### config.mk
export PLATFORM = sky130hd
export DESIGN_NAME = hazard_scoreboard
export DESIGN_NICKNAME = d
export VERILOG_FILES = /design/src/rtl/hazard_pkg.sv /design/src/rtl/hazard_reg_counter.sv /design/src/rtl/hazard_scoreboard.sv
export SDC_FILE = /design/constraint.sdc
export NUM_CORES = 1
export LEC_CHECK = 0
export BUFFER_PORTS_ARGS = -buffer_cell sky130_fd_sc_hd__buf_4
export CAP_MARGIN = 20
export CORE_MARGIN = 4
export CORE_UTILIZATION = 62
export CTS_CLUSTER_DIAMETER = 100
export DETAILED_ROUTE_END_ITERATION = 12
export GPL_TIMING_DRIVEN = 0
export PLACE_DENSITY = 0.8
export SLEW_MARGIN = 20
export SYNTH_ARGS = -nofsm -noshare
export SYNTH_HDL_FRONTEND = slang
export SYNTH_SLANG_ARGS = --single-unit
### constraint.sdc
create_clock -name clk -period 19.78 [get_ports clk]
set_input_delay 4.945 -clock clk [delete_from_list [all_inputs] [get_ports clk]]
set_output_delay 4.945 -clock clk [all_outputs]
set_load 0.03 [all_outputs]
### src/rtl/hazard_pkg.sv
// Shared latency constants and types for the hazard scoreboard.
package hazard_pkg;

  localparam int unsigned LAT_W = 3;

  typedef logic [LAT_W-1:0] lat_t;

  localparam lat_t LAT_ALU  = LAT_W'(1);
  localparam lat_t LAT_LOAD = LAT_W'(2);
  localparam lat_t LAT_MUL  = LAT_W'(3);
  localparam lat_t LAT_DIV  = LAT_W'(7);

endpackage

### src/rtl/hazard_reg_counter.sv
// Per-register countdown of cycles until the pending write becomes forwardable.
module hazard_reg_counter
  import hazard_pkg::*;
#(
  parameter int unsigned LAT_W = hazard_pkg::LAT_W
) (
  input  logic             clk,
  input  logic             rst_n,
  input  logic             freeze,
  input  logic             load,
  input  logic [LAT_W-1:0] load_val,
  output logic [LAT_W-1:0] cnt,
  output logic             busy
);

  logic [LAT_W-1:0] cnt_next;

  // A new issue reloads the counter; otherwise count down to zero unless frozen.
  always_comb begin
    cnt_next = cnt;
    if (!freeze) begin
      if (load) begin
        cnt_next = load_val;
      end else if (cnt != '0) begin
        cnt_next = cnt - LAT_W'(1);
      end
    end
  end

  // Counter and busy flag registered together so busy always matches cnt.
  always_ff @(posedge clk or negedge rst_n) begin
    if (!rst_n) begin
      cnt  <= '0;
      busy <= 1'b0;
    end else begin
      cnt  <= cnt_next;
      busy <= (cnt_next != '0);
    end
  end

endmodule

### src/rtl/hazard_scoreboard.sv
// Register hazard scoreboard: tracks in-flight write latencies and raises
// RAW/WAW stalls for the instruction sitting in ID.
module hazard_scoreboard
  import hazard_pkg::*;
#(
  parameter int unsigned NUM_REGS   = 32,
  parameter int unsigned REG_AW     = 5,
  parameter int unsigned LAT_W      = hazard_pkg::LAT_W,
  parameter int unsigned BR_THRESH  = 1,
  parameter int unsigned ALU_THRESH = 2
) (
  input  logic                clk,
  input  logic                rst_n,
  input  logic                id_valid,
  input  logic [REG_AW-1:0]   id_rs1,
  input  logic [REG_AW-1:0]   id_rs2,
  input  logic                id_uses_rs1,
  input  logic                id_uses_rs2,
  input  logic                id_is_branch,
  input  logic                id_reg_write,
  input  logic [REG_AW-1:0]   id_rd,
  input  logic [LAT_W-1:0]    id_lat,
  input  logic                freeze,
  input  logic                flush,
  output logic                stall,
  output logic                stall_raw,
  output logic                stall_waw,
  output logic [NUM_REGS-1:0] busy_vec,
  output logic [31:0]         stall_count
);

  // Full index space so any REG_AW-wide index reads a defined value.
  localparam int unsigned DEPTH = 1 << REG_AW;

  logic [LAT_W-1:0] cnt [DEPTH];
  logic             busy_int [DEPTH];
  logic             issue;
  logic             tracked_write;
  logic             hazard_1;
  logic             hazard_2;
  logic [31:0]      thresh;

  assign cnt[0]      = '0;
  assign busy_int[0] = 1'b0;

  // One countdown per architectural register; indices past NUM_REGS read zero.
  for (genvar r = 1; r < DEPTH; r++) begin : g_reg
    if (r < NUM_REGS) begin : g_cnt
      logic load;
      assign load = issue && tracked_write && (id_rd == REG_AW'(r));
      hazard_reg_counter #(
        .LAT_W (LAT_W)
      ) u_cnt (
        .clk      (clk),
        .rst_n    (rst_n),
        .freeze   (freeze),
        .load     (load),
        .load_val (id_lat),
        .cnt      (cnt[r]),
        .busy     (busy_int[r])
      );
    end else begin : g_none
      assign cnt[r]      = '0;
      assign busy_int[r] = 1'b0;
    end
  end

  for (genvar r = 0; r < NUM_REGS; r++) begin : g_busy
    assign busy_vec[r] = busy_int[r];
  end

  // Hazard detection is purely combinational so ID sees the stall this cycle.
  always_comb begin
    thresh        = id_is_branch ? 32'(BR_THRESH) : 32'(ALU_THRESH);
    tracked_write = id_reg_write && (id_rd != '0) && (id_lat != '0);
    hazard_1      = id_uses_rs1 && (id_rs1 != '0) && (32'(cnt[id_rs1]) >= thresh);
    hazard_2      = id_uses_rs2 && (id_rs2 != '0) && (32'(cnt[id_rs2]) >= thresh);
    stall_raw     = id_valid && (hazard_1 || hazard_2);
    stall_waw     = id_valid && id_reg_write && (id_rd != '0) && (cnt[id_rd] > id_lat);
    stall         = (stall_raw || stall_waw) && !flush;
    issue         = id_valid && !stall && !freeze && !flush;
  end

  // Saturating count of cycles the pipeline actually spent stalled.
  always_ff @(posedge clk or negedge rst_n) begin
    if (!rst_n) begin
      stall_count <= '0;
    end else if (stall && !freeze && (stall_count != 32'hFFFF_FFFF)) begin
      stall_count <= stall_count + 32'd1;
    end
  end

endmodule

==> results.cfg <==
[outcome]
status = finished clean

[setup_path]
worst_ep_required_time_ps = 14840
critical_path.max_fanout = 10
worst_setup_path_start_kind = input pin
critPathKind = in -> out
worstRegToRegCells = 12
cp.arrival_ps = 9790
critPathCaptureType = primary output

[final_layout]
fin_util_pct = 72.1
regArea_mm2 = 0.00390
syn_to_final_growth_pct = 12.9
multi_input_area_mm2 = 0.00734
fillers = 1503
drive_gt1_share_pct = 19.4
postLayoutCellArea_mm2 = 0.0142
final_cells = 1736
nets = 1588
num_antenna_cells = 0

[hold_path]
holdCritPathClass = reg -> reg
hold-path-cell-count = 1

[global_route]
grt_pass1_vias = 11095
grt_overflow = 0
grt_usage_pct = 36.0
grt_pass1_wl_um = 62100
grt_start_max_net_pins = 83
antenna_found_initial = 0

[drt]
ant_nets = 0
wl_per_cell_um = 22.9
wirelength_um = 39800
drt_iter0_drc = 1186
viasPerCell = 6.50
vias = 11292
drcViolationCount = 0
drtPass1Iterations = 6

[timing]
worstMarginPinSlew_ps = 905
setup_viol = 0
rsz0062_at_grt = false
hold_violations = 0
max_clock_freq_ghz = 0.0679
slew_violations = 0
fin_tns_setup_ps = 0
fin_crit_sh_pct = 74.5
skew_ps = 9.16
period_needed_ps = 14730
timing.slew.headroom_pct = 39.7

[floorplanning]
start_util_pct = 63.9
core_area_mm2 = 0.0197
die_h_um = 151
pin_count = 94
die_w_um = 151
die_area_mm2 = 0.0227
rows = 51

[logic_synthesis]
synth_area_mm2 = 0.0126
yosys_warnings = 0
synthFlopType = dfrtp_1
synth.most_common_cell = inv_1
synth_top_area_share_pct = 31.0
synth_area_leaders = dfrtp_1 31%, mux4_2 13%, ha_1 10%
synth_cells = 1356
synth_edf_count = 0
ys_ff_latch = 156
syn-num-nets = 1484
yosys-top-cells-count = 181 x inv_1, 156 x dfrtp_1, 131 x nand2_1, 101 x ha_1, 93 x nor2_1
syn_area_per_cell_um2 = 9.29
ys_types = 66
synthArstFlopShare_pct = 100
yosys.area.top_type = dfrtp_1
ys_seq_area_share_pct = 31.0

[place]
place_congestion = 1.01
dpl.hpwl_um = 30200
dpl_cell_area_mm2 = 0.0136
port_buffers = 84
dp_cells = 1706

[clocking]
post_cts_buffers = 0
clock_latency_ps = 440
cts_resized = 0
hold_buffers = 0
cts.sinks = 156
ctsRootBufferMaster = clkbuf_16
clkSlewWorstSetupHoldPaths_ps = 60
cts_made_buffers = 17
ctsHtreeMaxLevel = 4
cts_tree = yes
clk_path_buf_depth = 2

[power]
max-vdd-ir-drop_mv = 0.0735
power.density_mw_per_mm2 = 118
power.leakage_nw = 6.31
p_total_mw = 1.68

[job]
drv_cap = 0
flip-flops by register name, summed over array words and instances, names as in the netlist:
| name | cells |
|---|---|
| g.g_cnt.u_cnt.busy | 31 |
| g.g_cnt.u_cnt.cnt | 93 |
| stall_count | 32 |
cell usage in the layout (no fill, tap or decap), drive strengths merged, types with 9 or more instances in the layout:
| cell | n |
|---|---|
| a21oi | 35 |
| or3 | 15 |
| nand2 | 131 |
| buf | 155 |
| o221ai | 17 |
| clkbuf | 63 |
| o211ai | 22 |
| nand3 | 18 |
| dfrtp | 156 |
| a221oi | 9 |
| o21ai | 76 |
| o22ai | 17 |
| xnor2 | 19 |
| mux4 | 70 |
| mux2i | 28 |
| xor2 | 12 |
| inv | 185 |
| ha | 101 |
| nor3 | 33 |
| nor4 | 20 |
| nand4 | 37 |
| o2111ai | 19 |
| nor2 | 93 |
| nor4b | 16 |
| and3 | 40 |
logic make-up (layout without fill, tap and decap cells):
| kind of cell | count (synthesis) | count (layout) | synth area share, % |
|---|---|---|---|
| other cells | 1 | 1 | 0.0298 |
| mux | 104 | 104 | 15.3 |
| simple gates | 437 | 437 | 18.2 |
| fa+ha+maj | 101 | 101 | 10.0 |
| compound gates | 229 | 229 | 12.5 |
| flops | 156 | 156 | 31.0 |
| xor+xnor | 31 | 31 | 2.16 |
| buf+inv | 297 | 412 | 10.7 |
power by group:
group          internal, mW  switching [mW]  total, mW
logic                 0.358           0.425      0.783
registers             0.411           0.131      0.543
clock network         0.215           0.141      0.356
total                 0.984           0.698       1.68
area by class of cell:
| type | instances | area share, % |
|---|---|---|
| sequential | 156 | 27.5 |
| clock inverter | 12 | 1.31 |
| buffer | 115 | 4.70 |
| timing repair buffer | 85 | 4.68 |
| multi-input combinational | 903 | 51.6 |
| inverter | 182 | 4.80 |
| tap | 265 | 2.33 |
| clock buffer | 18 | 3.09 |
layer usage:
metal  GRT usage (%)  routed length (um)  vias up
met1            46.6               15200     5497
met3            7.83                3910      143
met4            19.3                2270        0
met5               0                   0        -
met2            56.8               18400      647
li1                -                   -     5005
critical path, cell delays in order:
cell and delay (ps):
buf_4 140, buf_2 350, buf_1 690, mux4_2 630, mux4_2 500, mux2i_1 150, ha_1 240, nand2b_1 140
a21oi_1 260, nand4_1 200, o211ai_4 370, buf_6 230, buf_6 170, buf_6 160, nand2_1 90, and2_1 210
nor2_1 90, nor2_1 50, buf_4 160
metrics by stage:
step / hold slack (ps) / setup slack [ps]
3_3_place_gp: 478 / 5150
6_report: 489 / 5050
4_1_cts: 490 / 5090
2_1_floorplan: 529 / 5580
3_5_place_dp: 481 / 5080
5_1_grt: 494 / 4780
final timing paths:
check | startpoint | to | slack, ps
hold reg to reg | stall_count[4] | stall_count[4] | 490
setup / recovery | id_rs2[0] | stall | 5050
min in group asynchronous | rst_n | g_reg[17].g_cnt.u_cnt.cnt[2] | 4450
setup reg to reg | g_reg[4].g_cnt.u_cnt.cnt[1] | g_reg[6].g_cnt.u_cnt.busy | 15170
max in group asynchronous | rst_n | g_reg[3].g_cnt.u_cnt.cnt[0] | 14520
hold / removal | stall_count[4] | stall_count[4] | 490
No activity file was read; power rests on OpenSTA's default activity.
